## src/rtl/adc_spi_capture.sv

```systemverilog
// ----------------------------------------------------------------------------
// adc_spi_capture
//
// Periodically (or on demand) reads one conversion frame from an SPI ADC
// (CPOL=0, data sampled on the rising SCLK edge, MSB first). The result is
// taken from the last ADC_BITS bits of the frame. It is presented
// zero-extended on adcdata, together with a one-cycle valid pulse.
//
// Parameters
//   CLKDIV    clock cycles per SCLK half-period (1..255)
//   FRAME     SCLK cycles per frame (ADC_BITS..32)
//   ADC_BITS  result width (at least 2)
//   PERIOD    clock cycles between automatic conversion starts
//
// Ports
//   clock     sole clock, rising edge
//   reset     asynchronous reset, active low
//   enable    high = periodic conversions run
//   start     single-cycle request for an immediate conversion
//   adc_sdo   serial data from the ADC
//   adc_csn   ADC chip select, active low
//   adc_sclk  ADC serial clock, idles low
//   adcdata   last conversion result, zero-extended to 32 bits
//   valid     one-cycle pulse in the cycle adcdata takes a new value
//   busy      conversion in progress
//   overrun   sticky: a trigger arrived while busy and was dropped
// ----------------------------------------------------------------------------
module adc_spi_capture #(
    parameter int CLKDIV   = 2,
    parameter int FRAME    = 16,
    parameter int ADC_BITS = 12,
    parameter int PERIOD   = 1000
) (
    input  logic        clock,
    input  logic        reset,
    input  logic        enable,
    input  logic        start,
    input  logic        adc_sdo,
    output logic        adc_csn,
    output logic        adc_sclk,
    output logic [31:0] adcdata,
    output logic        valid,
    output logic        busy,
    output logic        overrun
);

    typedef enum logic [2:0] {IDLE, SETUP, SHIFT, HOLD, DONE} state_t;

    localparam int PW = (PERIOD > 1) ? $clog2(PERIOD) : 1;
    localparam int HW = $clog2(2 * FRAME);
    localparam logic [7:0]    DIV_LAST    = 8'(CLKDIV - 1);
    localparam logic [HW-1:0] HALF_LAST   = HW'(2 * FRAME - 1);
    localparam logic [PW-1:0] PERIOD_LAST = PW'(PERIOD - 1);

    state_t              state;
    state_t              next_state;
    logic [7:0]          div_cnt;
    logic [HW-1:0]       half_cnt;
    logic [PW-1:0]       period_cnt;
    logic                sclk_q;
    logic [ADC_BITS-1:0] shift_reg;

    logic phase_end;
    logic trigger;

    // phase_end marks the last cycle of a CLKDIV-long phase.
    // A start pulse and a period hit in the same cycle are one trigger.
    assign phase_end = (div_cnt == DIV_LAST);
    assign trigger   = start || (enable && (period_cnt == PERIOD_LAST));

    // State register
    always_ff @(posedge clock or negedge reset) begin
        if (!reset) begin
            state <= IDLE;
        end else begin
            state <= next_state;
        end
    end

    // Next-state logic. SHIFT lasts 2*FRAME phases, low first, so it ends
    // on a high phase and HOLD entry is the final falling SCLK edge.
    always_comb begin
        next_state = state;
        case (state)
            IDLE:    if (trigger) next_state = SETUP;
            SETUP:   if (phase_end) next_state = SHIFT;
            SHIFT:   if (phase_end && (half_cnt == HALF_LAST)) next_state = HOLD;
            HOLD:    if (phase_end) next_state = DONE;
            DONE:    next_state = IDLE;
            default: next_state = IDLE;
        endcase
    end

    // Outputs are decoded from state only. Reset therefore forces the
    // chip select and SCLK to idle without waiting for a clock edge.
    always_comb begin
        adc_csn  = 1'b1;
        adc_sclk = 1'b0;
        valid    = 1'b0;
        busy     = 1'b1;
        case (state)
            IDLE:  busy = 1'b0;
            SETUP: adc_csn = 1'b0;
            SHIFT: begin
                adc_csn  = 1'b0;
                adc_sclk = sclk_q;
            end
            HOLD:  ;
            DONE:  valid = 1'b1;
            default: busy = 1'b0;
        endcase
    end

    // The free-running period counter only depends on enable, never on the
    // FSM. Dropping enable restarts the spacing from zero.
    always_ff @(posedge clock or negedge reset) begin
        if (!reset) begin
            period_cnt <= '0;
        end else if (!enable || (period_cnt == PERIOD_LAST)) begin
            period_cnt <= '0;
        end else begin
            period_cnt <= period_cnt + PW'(1);
        end
    end

    // Phase timing and SCLK generation. The edge that raises SCLK is also the
    // edge that samples adc_sdo. The ADC changes data after the falling edge,
    // so the bit is stable here. Only the last ADC_BITS bits survive.
    always_ff @(posedge clock or negedge reset) begin
        if (!reset) begin
            div_cnt   <= '0;
            half_cnt  <= '0;
            sclk_q    <= 1'b0;
            shift_reg <= '0;
        end else begin
            if ((state == IDLE) || (state == DONE) || phase_end) begin
                div_cnt <= '0;
            end else begin
                div_cnt <= div_cnt + 8'd1;
            end

            if (state != SHIFT) begin
                half_cnt <= '0;
                sclk_q   <= 1'b0;
            end else if (phase_end) begin
                half_cnt <= half_cnt + HW'(1);
                sclk_q   <= ~sclk_q;
                if (!sclk_q) begin
                    shift_reg <= {shift_reg[ADC_BITS-2:0], adc_sdo};
                end
            end
        end
    end

    // The result is loaded on the HOLD->DONE edge, so it is already on
    // adcdata during the valid cycle. A frame cut short by reset never gets
    // this far. A trigger that lands while busy is lost and recorded.
    always_ff @(posedge clock or negedge reset) begin
        if (!reset) begin
            adcdata <= '0;
            overrun <= 1'b0;
        end else begin
            if ((state == HOLD) && phase_end) begin
                adcdata <= 32'(shift_reg);
            end
            if (trigger && (state != IDLE)) begin
                overrun <= 1'b1;
            end
        end
    end

endmodule

```

## config.mk

```make
export PLATFORM = sky130hd
export DESIGN_NAME = adc_spi_capture
export DESIGN_NICKNAME = d
export VERILOG_FILES = /design/src/rtl/adc_spi_capture.sv
export SDC_FILE = /design/constraint.sdc
export NUM_CORES = 1
export LEC_CHECK = 0
export ABC_AREA = 0
export BUFFER_PORTS_ARGS = -buffer_cell sky130_fd_sc_hd__buf_4
export CORE_UTILIZATION = 35
export CTS_BUF_LIST = sky130_fd_sc_hd__clkbuf_4 sky130_fd_sc_hd__clkbuf_8 sky130_fd_sc_hd__clkbuf_16
export DETAILED_ROUTE_END_ITERATION = 10
export HOLD_SLACK_MARGIN = 0.02
export PLACE_DENSITY = 0.58
export SETUP_SLACK_MARGIN = 0.5
export SLEW_MARGIN = 15
export SYNTH_ARGS = -nofsm -noshare
export SYNTH_HDL_FRONTEND = slang
export SYNTH_SLANG_ARGS = --single-unit
```

## constraint.sdc

```tcl
create_clock -name clock -period 3.28 [get_ports clock]
set_clock_uncertainty 0.2 [all_clocks]
set_input_delay 0.164 -clock clock [delete_from_list [all_inputs] [get_ports clock]]
set_output_delay 0.164 -clock clock [all_outputs]
set_load 0.02 [all_outputs]
```

### Word level (Yosys, flattened, before mapping)

Index checks and enable logic that the tools add are counted.

* bits in registers: 52
* bits in latches: 0
* RAM bits: 0
* ROM bits: 0
* input bits: 5
* output and inout port bits: 37
* logic and storage cells: 56
* memories kept: 0

* $add $sub $neg: 3
* multiply operators: 0
* divide/modulo/power cells: 0
* magnitude comparators: 0
* equality and inequality tests: 12
* shifts and indexed selects: 0
* muxes and demuxes: 15
* bitwise operators: 2
* reductions and logical operators: 16

Operator list (count)
* 3-bit two-way mux: 4
* 3-bit one-hot mux with 4 select lines: 1
* 10-bit by 1-bit adder with 10-bit output, second input constant: 1
* 10-bit equality test, second input constant: 1
* 10-bit two-way mux: 1
* 5-bit two-way mux: 2
* 8-bit by 1-bit adder with 8-bit output, second input constant: 1
* 8-bit by 1-bit equality test with 1-bit output, second input constant: 1
* 8-bit two-way mux: 1
* 2-bit inequality test, second input constant: 4
* 3-bit by 2-bit equality test with 1-bit output, second input constant: 2
* 1-bit two-way mux: 6
* 5-bit by 1-bit adder with 5-bit output, second input constant: 1
* 5-bit equality test, second input constant: 1
* 1-bit logical AND: 4
* 1-bit logical OR: 4
* 4-bit AND reduction: 1
* 4-bit OR reduction: 1
* 3-bit by 1-bit equality test with 1-bit output, second input constant: 1
* 3-bit equality test, second input constant: 1
* 3-bit logical NOT: 1
* 3-bit by 2-bit inequality test with 1-bit output, second input constant: 1
* 3-bit AND reduction: 1
* 3-bit nonzero test: 1
* 4 further kinds: 5

### Logic depth before layout (Yosys ltp)

Gate-level depths: netlist (run 1).

* word-level depth: 5
* depth in mapped cells: 6
* gate-level depth less buffers: 5

### Worst setup path before layout (run 1)

Ideal clock, no wire load.

* path type: reg-to-reg
* start: register div_cnt[1]
* end: register shift_reg[10]
* library setup time: 0.125 ns
* data arrival time: 2.022 ns
* data required time: 2.955 ns
* slack: 0.933 ns
* stages on the path, launching flop included: 7
* buffers on the path: 1
* clock period less this slack: 2.347 ns
* cells stage by stage: dfrtp_1 -> inv_1 -> ha_1 -> or4b_1 -> or4_4 -> buf_6 -> mux2_4

* word-level cells in the longest chain between the ends: 2

Ends and longest elaborated chain
* start, declared: RTL line 57 `logic [7:0] div_cnt;`
* start signal, assigned: RTL line 139 `div_cnt <= div_cnt + 8'd1;`
* 8-bit by 1-bit equality test with 1-bit output: RTL line 68 `assign phase_end = (div_cnt == DIV_LAST);`
* 3-bit AND reduction (no line)
* end signal, assigned: RTL line 149 `shift_reg <= {shift_reg[ADC_BITS-2:0], adc_sdo};`
* end, declared: RTL line 61 `logic [ADC_BITS-1:0] shift_reg;`

No other way between the ends.
A chain may end at the register's enable or synchronous reset.

### Worst setup path in the final report (run 1)

* start: register div_cnt[1]
* end: register shift_reg[3]

The elaborated chain is that of the path after synthesis.

==> impl_metrics.json, run 1 <==
{
  "cts_buffer_depth": 2,
  "path_class": "flip-flop to flip-flop",
  "n_antenna_cell": 0,
  "period_minus_slack_ns": 2.61,
  "final.setup.tns_ns": 0,
  "path_cells": "inv_1 -> ha_1 -> or4b_1 -> or4_4 -> mux2_4",
  "max_freq_mhz": 383,
  "area_growth_pct": 12.1,
  "totalWireLength_mm": 4.22,
  "crit_fanout": 12,
  "grt_first_pass_wirelength_mm": 7.45,
  "grt_pass1_vias": 1571,
  "dieHeight_um": 87.1,
  "yosys_most_used_dff": "dfrtp_1",
  "required_ns": 3.28,
  "worst_hold_path_type": "input port to asynchronous set/reset pin",
  "post-cts-setup-buffer-count": 0,
  "cts_tree": "built",
  "worst_slew_pin_slew_ns": 0.710,
  "max-slew-margin-rel_pct": 52.7,
  "ant_nets": 0,
  "worstPathArrival_ns": 2.62,
  "syn_avg_cell_area_um2": 11.4,
  "ioPinCount": 42,
  "drt_first_pass_iters": 4,
  "cp-end-kind": "flip-flop",
  "insertion_delay_ns": 0.31,
  "cts_inserted_buffers": 5,
  "netlist_area_um2": 2530,
  "dieWidth_um": 87.1,
  "slew_violations": 0,
  "power.density_nw_per_um2": 639,
  "peakVddDrop_uv": 192,
  "drv_cap": 0,
  "final_common_cell": "dfrtp_1",
  "htreeDepth": 2,
  "layout.nets": 258,
  "root_buffer": "clkbuf_8",
  "cp_slowest_cell": "or4_4",
  "cts_resized": 0,
  "min_period_over_period_pct": 79.7,
  "r2r-start": "div_cnt[1]",
  "synth_edf_count": 0,
  "cts_sinks": 52,
  "yosys_warnings": 0,
  "setup_viol": 0,
  "status": "finished clean",
  "rsz0062_at_grt": "no",
  "crit_path_start": "div_cnt[1]",
  "start_util_pct": 36.7,
  "final_hold_viol_count": 0,
  "yosysSeqAreaShare_pct": 51.4,
  "portBuffers": 21,
  "core_um2": 6910,
  "drive_gt1_share_pct": 24.5,
  "async_flop_share_pct": 100,
  "layout_common_cells": "dfrtp_1 (52), buf_4 (24), conb_1 (20), a21oi_1 (15), mux2_2 (15)",
  "p_leak_nw": 1.34,
  "whs_ns": 0.218,
  "max_stage_delay_ns": 0.71,
  "wl_per_cell_um": 12.2,
  "drt_first_iter_violations": 52,
  "dieArea_um2": 7580,
  "antenna_found_initial": 0,
  "grt_max_degree": 53,
  "finalWeightedCongestion": 0.761,
  "clk_pin_slew_ns": 0.11,
  "num_rows": 30,
  "ys_seq_elements": 52,
  "vias_per_cell": 4.77,
  "postSynthCellCount": 223,
  "cts_hold_buf": 4,
  "fin_util_pct": 41.1,
  "hpwl_mm": 2.91,
  "synth_cell_type_count": 37,
  "dr_total_vias": 1646,
  "remaining_drc_errors": 0,
  "track_usage_pct": 12.6,
  "start_kind": "flip-flop",
  "gr-total-overflow": 0,
  "power_mw": 1.82
}
==> cell type report <==
| class | count | area [um^2] |
|---|---|---|
| Tap cell | 96 | 120 |
| Fill cell | 691 | 4070 |
| Sequential cell | 52 | 1300 |
| Inverter | 9 | 33.8 |
| Multi-Input combinational cell | 152 | 1070 |
| Clock buffer | 5 | 68.8 |
| Clock inverter | 3 | 27.5 |
| Timing Repair Buffer | 28 | 220 |
==> cells by family (layout without fill, tap and decap cells) <==
group                    Yosys count  count (layout)  share of synthesized area, %
flip-flops                        52              52                          51.4
AO/OA/AOI/OAI                     34              34                          7.75
AND/OR/NAND/NOR                   60              60                          13.7
buffers and inverters             38              45                          9.23
XOR/XNOR                           8               8                          2.77
multiplexers                      25              25                          12.6
adder cells (fa/ha/maj)            5               5                          2.47
other                              1              20                         0.148
==> stage by stage <==
stage | worst slack [ns] | std cells | area, um^2
floorplan | 0.933 | 242 | 2610
global route | 0.558 | 345 | 2840
global placement | 0.710 | 333 | 2710
finish | 0.666 | 345 | 2840
detailed placement | 0.683 | 333 | 2710
CTS | 0.665 | 345 | 2840
==> per-layer routing <==
metal | part of all wire (%) | track usage [%]
met1 | 50 | 17.3
met3 | 3.1 | 3.51
met2 | 46 | 19.1
met4 | 1.1 | 4.09
met5 | 0 | 0
==> report_power, final <==
| part | total, mW | switching, mW | internal, mW |
|---|---|---|---|
| clock network | 0.389 | 0.232 | 0.157 |
| logic | 0.579 | 0.308 | 0.271 |
| registers | 0.847 | 0.105 | 0.742 |
| total | 1.82 | 0.646 | 1.17 |
==> Yosys cell counts, types with 6 or more instances <==
cell type  count  area [um^2]
dfrtp_1       52         1300
clkbuf_1       6         22.5
mux2_2        15          169
mux2_4        10          150
or3_1          9         56.3
o21ai_0       10         50.1
nor2_1        14         52.6
nand3_1       12         60.1
inv_1          9         33.8
a21oi_1       15         75.1
buf_4         20          150
==> worst max-delay path: cells and delay by family, from the launching register on <==
family / cells / cell delay (ns)
AND/OR/NAND/NOR: 2 / 1.32
flip-flops: 1 / 0.43
multiplexers: 1 / 0.34
adder cells (fa/ha/maj): 1 / 0.14
buffers and inverters: 1 / 0.07
==> path summary, 6_finish.rpt <==
| path | end | slack [ns] | depth (start not counted) |
|---|---|---|---|
| worst max-delay path | shift_reg[3] | 0.67 | 5 |
| worst min-delay path | adcdata[4] | 0.22 | 2 |
| worst max register to register | shift_reg[3] | 0.67 | 5 |
| worst min register to register | period_cnt[0] | 0.27 | 1 |
| max in group asynchronous | div_cnt[1] | 2.23 | 2 |
| min in group clock | period_cnt[0] | 0.27 | 1 |
No activity file was read; power rests on OpenSTA's default activity.
==> run 2, diff against run 1 <==
ABC_AREA = 1   (was 0)
PLACE_DENSITY = 0.6   (was 0.58)
clock period = 2.1 ns   (was 3.28 ns; I/O delays follow)
==> run 2 against run 1 <==
  * First-iteration DRC count increased by 67%
  * Worst hold slack got worse by 0.055 ns
  * Largest power group is now combinational cells
  * Die area decreased by 0.14%
  * Critical path type is now flip-flop to output port
  * Largest cell class unchanged
  * Cell count increased by 27%
==> impl_metrics.json, run 2 <==
{
  "syn_avg_cell_area_um2": 8.94,
  "worst_hold_path_type": "input port to asynchronous set/reset pin",
  "worst_slew_pin_slew_ns": 0.658,
  "path_class": "flip-flop to output port",
  "async_flop_share_pct": 100,
  "synth_cell_type_count": 31,
  "power.density_nw_per_um2": 1140,
  "vias_per_cell": 4.57,
  "clk_pin_slew_ns": 0.10,
  "layout.nets": 350,
  "synth_top_area_cell": "dfrtp_1",
  "crit_path_start": "state[0]",
  "ioPinCount": 42,
  "start_util_pct": 36.6,
  "layout_common_cells": "dfrtp_1 (49), nand2_1 (44), buf_4 (39), inv_1 (34), conb_1 (20)",
  "drt_first_pass_iters": 4,
  "root_buffer": "clkbuf_8",
  "period_minus_slack_ns": 1.70,
  "timing.rr.end": "state[0]",
  "drive_gt1_share_pct": 33.7,
  "placed_cells": 395,
  "drv_cap": 0,
  "status": "finished clean",
  "dr_total_vias": 1999,
  "fin_cells": 437,
  "synth_edf_count": 0,
  "ant_nets": 0,
  "crit_fanout": 4,
  "grt_max_degree": 53,
  "drt_first_iter_violations": 87,
  "synthTopCellsByCount": "nand2_1 (55), dfrtp_1 (52), inv_1 (37)",
  "setup_viol": 0,
  "antenna_found_initial": 0,
  "worstPathArrival_ns": 1.40,
  "dieHeight_um": 87.0,
  "crit_family": "simple AND/OR/NAND/NOR gates",
  "place_ws_ns": 0.327,
  "cts_sinks": 52,
  "ff2ff_setup_slack_ns": 0.40,
  "synth.most_common_cell": "nand2_1",
  "final_common_cell": "dfrtp_1",
  "wl_per_cell_um": 12.4,
  "hpwl_mm": 2.92,
  "r2r-start": "div_cnt[1]",
  "portBuffers": 21,
  "n_antenna_cell": 0,
  "fillCellCount": 638,
  "cts_buffer_depth": 2,
  "grt_first_pass_wirelength_mm": 9.11,
  "synth.area.top_cells": "dfrtp_1 (51%), nand2_1 (8.2%), buf_4 (5.9%), inv_1 (5.5%), nor2_1 (4.2%)",
  "max-slew-margin-rel_pct": 56.1,
  "yosysSeqAreaShare_pct": 51.4,
  "num_rows": 30,
  "cp-end-kind": "output port",
  "remaining_drc_errors": 0,
  "dieWidth_um": 87.0,
  "crit_buf_inv": 2,
  "max_stage_delay_ns": 0.45,
  "cp_slowest_cell": "dfrtp_2",
  "dieArea_um2": 7570,
  "core_um2": 6910,
  "worst_slack_ns": 0.400,
  "yosys_most_used_dff": "dfrtp_1",
  "grt_pass1_vias": 1967,
  "final.setup.tns_ns": 0,
  "path_cells": "or2_4 -> nor2_4 -> inv_1 -> nand2_1 -> buf_6",
  "finalWeightedCongestion": 0.726,
  "gr-total-overflow": 0,
  "multi_input_area_um2": 1220,
  "required_ns": 1.79,
  "postSynthCellCount": 283,
  "final_hold_viol_count": 0,
  "worst-path-stages": 5,
  "htreeDepth": 2,
  "rsz0062_at_grt": "yes",
  "synth_top_area_share_pct": 51.4,
  "peakVddDrop_uv": 550,
  "min_period_over_period_pct": 81.0,
  "p_leak_nw": 1.52,
  "yosys_warnings": 0,
  "slew_violations": 0,
  "start_kind": "flip-flop",
  "track_usage_pct": 15.7,
  "area_growth_pct": 31.9,
  "totalWireLength_mm": 5.43,
  "netlist_area_um2": 2530,
  "max_freq_mhz": 588,
  "insertion_delay_ns": 0.31,
  "cts_tree": "built",
  "ys_seq_elements": 52,
  "cts_inserted_buffers": 5,
  "reg2reg_depth": 10,
  "seq_area_um2": 1310
}
run 2: cell count changes in the layout (fill, tap and decap cells not counted), sizes merged, moves of 5 or more:
cell	delta
nor3	+6
mux2	-25
a21oi	-5
or3	-9
or4	-5
xor2	-5
inv	+29
nand2	+56
buf	+22
nor2	+21
o21ai	+20
run 2: routing by layer:
metal,routed length [um],track usage [%],vias to the layer above
met2,2750,27.5,41
met5,0,0,-
met1,2430,19.2,965
met3,149,3.13,10
li1,-,-,983
met4,104,5.91,0
run 2: worst max path at each step:
stage,to,slack (ns)
floorplan,shift_reg[0],0.52
global placement,shift_reg[1],0.35
detailed placement,shift_reg[2],0.33
CTS,busy,0.46
global route,shift_reg[4],0.31
finish,busy,0.40
run 2: logic make-up after synthesis:
| kind of cell | after synthesis | synth area share, % |
|---|---|---|
| AND/OR/NAND/NOR | 120 | 22.8 |
| buffers and inverters | 62 | 13.2 |
| flip-flops | 52 | 51.4 |
| AO/OA/AOI/OAI | 42 | 9.59 |
| adder cells (fa/ha/maj) | 5 | 2.47 |
| XOR/XNOR | 1 | 0.346 |
| other | 1 | 0.148 |
run 2: stage by stage:
stage	power, mW	instance area [um^2]	hold slack (ns)	utilization, %
final	3.80	3340	0.163	48.3
after global routing	4.01	3340	0.216	48.3
after CTS	3.49	3150	0.179	45.6
after detailed placement	2.28	2690	-0.0187	38.9
after global placement	2.27	2690	-0.0144	38.9
after floorplan	2.05	2600	-0.391	-
run 2: area by class of cell:
class	instances	area share [%]
Timing Repair Buffer	50	12.3
Tap cell	96	3.60
Multi-Input combinational cell	193	36.5
Clock inverter	3	2.06
Sequential cell	52	39.1
Inverter	38	4.35
Clock buffer	5	2.06
run 2: timing repair:
item,in CTS,in global routing
gates cloned,5,0
endpoints found under the hold margin,65,0
buffers inserted,17,8
resized for setup,27,37
hold buffers,4,0
pin swaps,15,8
setup endpoints to repair,41,47
run 2: report_power, final:
part	switching, mW	total [mW]	internal, mW	leakage (nW)
clock	0.343	0.823	0.480	0.0687
sequential	0.148	1.33	1.18	0.700
combinational	0.974	1.65	0.680	0.750
total	1.46	3.80	2.34	1.52
==> run 3, diff against run 2 <==
ABC_AREA = 0   (was 1)
PLACE_DENSITY = 0.58   (was 0.6)
clock period = 1.65 ns   (was 2.1 ns; I/O delays follow)
==> run 3 against run 2 <==
  * Clock power shrank 6.9%
  * The flow now finishes with violations (setup timing)
  * Global-route usage shrank 2.5 points
  * Total power grew 8.4%
  * Count of clock-buffer cells in the layout is the same
  * Wire length shrank 14%
  * Critical endpoint is now shift_reg[8]
  * Core utilization shrank 0.36 points
  * Cell count shrank 14%
  * Sequential power grew 22%
  * Die area grew 0.14%
==> impl_metrics.json, run 3 (same netlist as run 1, synthesis figures left out) <==
{
  "cp-end-kind": "flip-flop",
  "p_leak_nw": 1.54,
  "cp_slowest_cell": "or4_4",
  "grt_pass1_vias": 1670,
  "setup_viol": 40,
  "drive_gt1_share_pct": 42.3,
  "crit_family": "simple AND/OR/NAND/NOR gates",
  "fin_cells": 377,
  "dieHeight_um": 87.1,
  "min_period_over_period_pct": 134,
  "remaining_drc_errors": 0,
  "met3_length_um": 135,
  "layout_common_cells": "dfrtp_1 (49), buf_4 (32), buf_6 (23), conb_1 (20), mux2_2 (15)",
  "fillCellCount": 645,
  "ant_nets": 0,
  "dieArea_um2": 7580,
  "design_area_um2": 3310,
  "status": "finished, violations left",
  "wl_per_cell_um": 12.4,
  "final_hold_viol_count": 0,
  "dr_total_vias": 1782,
  "root_buffer": "clkbuf_8",
  "worst_slack_ns": -0.562,
  "htreeDepth": 2,
  "highest_layer": "met4",
  "peakVddDrop_uv": 582,
  "insertion_delay_ns": 0.31,
  "final.setup.tns_ns": -12.45,
  "grt_first_pass_wirelength_mm": 7.85,
  "num_rows": 30,
  "finalWeightedCongestion": 0.718,
  "drt_first_pass_iters": 4,
  "start_kind": "flip-flop",
  "max_stage_delay_ns": 0.52,
  "max_freq_mhz": 452,
  "final_common_cell": "dfrtp_1",
  "crit_fanout": 6,
  "core_um2": 6910,
  "drt_first_iter_violations": 102,
  "power.density_nw_per_um2": 1240,
  "r2r-start": "div_cnt[1]",
  "vias_per_cell": 4.73,
  "worstPathArrival_ns": 2.22,
  "dieWidth_um": 87.1,
  "crit_buf_inv": 1,
  "ioPinCount": 42,
  "start_util_pct": 36.7,
  "drv_cap": 0,
  "hpwl_mm": 3.17,
  "gr-total-overflow": 0,
  "clk_pin_slew_ns": 0.10,
  "cts_buffer_depth": 2,
  "grt_max_degree": 53,
  "whs_ns": 0.0694,
  "portBuffers": 21,
  "period_minus_slack_ns": 2.21,
  "antenna_found_initial": 0,
  "path_cells": "inv_1 -> ha_1 -> or4b_4 -> or4_4 -> mux2_4",
  "slew_violations": 0,
  "rsz0062_at_grt": "yes",
  "layout.nets": 290,
  "path_class": "flip-flop to flip-flop",
  "cts_tree": "built",
  "dr_wl_met2_mm": 2.33,
  "wl_met1_mm": 2.19,
  "crit_path_start": "div_cnt[1]",
  "cts_inserted_buffers": 5,
  "area_growth_pct": 30.7,
  "place_area_um2": 2890,
  "cts_sinks": 52,
  "worst_hold_path_type": "input port to asynchronous set/reset pin",
  "totalWireLength_mm": 4.69,
  "required_ns": 1.66,
  "track_usage_pct": 13.2,
  "violations": "setup timing",
  "n_antenna_cell": 0,
  "placed_cells": 350
}
## run 3: changes by cell type in the layout (fill, tap and decap cells not counted), sizes merged, moves of 5 or more
cell,change
mux2,+25
nor3,-6
buf,+9
or3,+9
nand2,-56
xor2,+5
inv,-29
nor2,-21
or4,+6
o21ai,-20
a21oi,+5
## run 3: final timing paths
path	to	slack, ns	depth (start not counted)
setup / recovery	shift_reg[8]	-0.56	5
hold / removal	div_cnt[2]	0.07	2
setup reg to reg	shift_reg[8]	-0.56	5
hold reg to reg	shift_reg[11]	0.32	1
max in group asynchronous	period_cnt[3]	0.83	2
min in group clock	shift_reg[11]	0.32	1
## run 3: timing repair
item	in CTS	in global routing
gates cloned	1	0
hold endpoints to repair	57	0
gates resized for setup	28	18
endpoints found under the setup margin	58	71
pin swaps	11	7
hold buffers	4	0
buffers inserted	10	4
## run 3: routing by layer
layer  up-vias  GRT usage [%]
li1        869              -
met4         0           3.18
met3         5           2.84
met2        29           22.4
met5         -              0
met1       879           17.2
## run 3: layout make-up
| cell class | instances | area, um^2 | area share [%] |
|---|---|---|---|
| Tap cell | 96 | 120 | 3.63 |
| Sequential cell | 52 | 1310 | 39.4 |
| Clock buffer | 5 | 68.8 | 2.08 |
| Inverter | 9 | 33.8 | 1.02 |
| Clock inverter | 3 | 27.5 | 0.831 |
| Timing Repair Buffer | 59 | 539 | 16.3 |
| Multi-Input combinational cell | 153 | 1220 | 36.8 |
## run 3: metrics by stage
step                      power [mW]  worst slack [ns]  utilization [%]
after global routing            4.38            -0.635             48.0
final                           4.12            -0.562             48.0
after CTS                       4.10            -0.561             46.6
after detailed placement        3.13            -0.665             41.9
after floorplan                 2.71            -0.668                -
after global placement          3.11            -0.648             41.9
## run 3: power by group
part | internal [mW] | leakage, nW | total [mW] | switching [mW]
clock | 0.312 | 0.0463 | 0.766 | 0.454
combinational | 0.879 | 0.794 | 1.74 | 0.861
sequential | 1.48 | 0.695 | 1.62 | 0.140
total | 2.67 | 1.54 | 4.12 | 1.45
## run 3: worst register-to-register path: cells and delay by family (launching register included)
family	cells	cell delay [ns]
AND/OR/NAND/NOR	2	1.01
flip-flops	1	0.38
multiplexers	1	0.33
adder cells (fa/ha/maj)	1	0.15
buffers and inverters	1	0.05
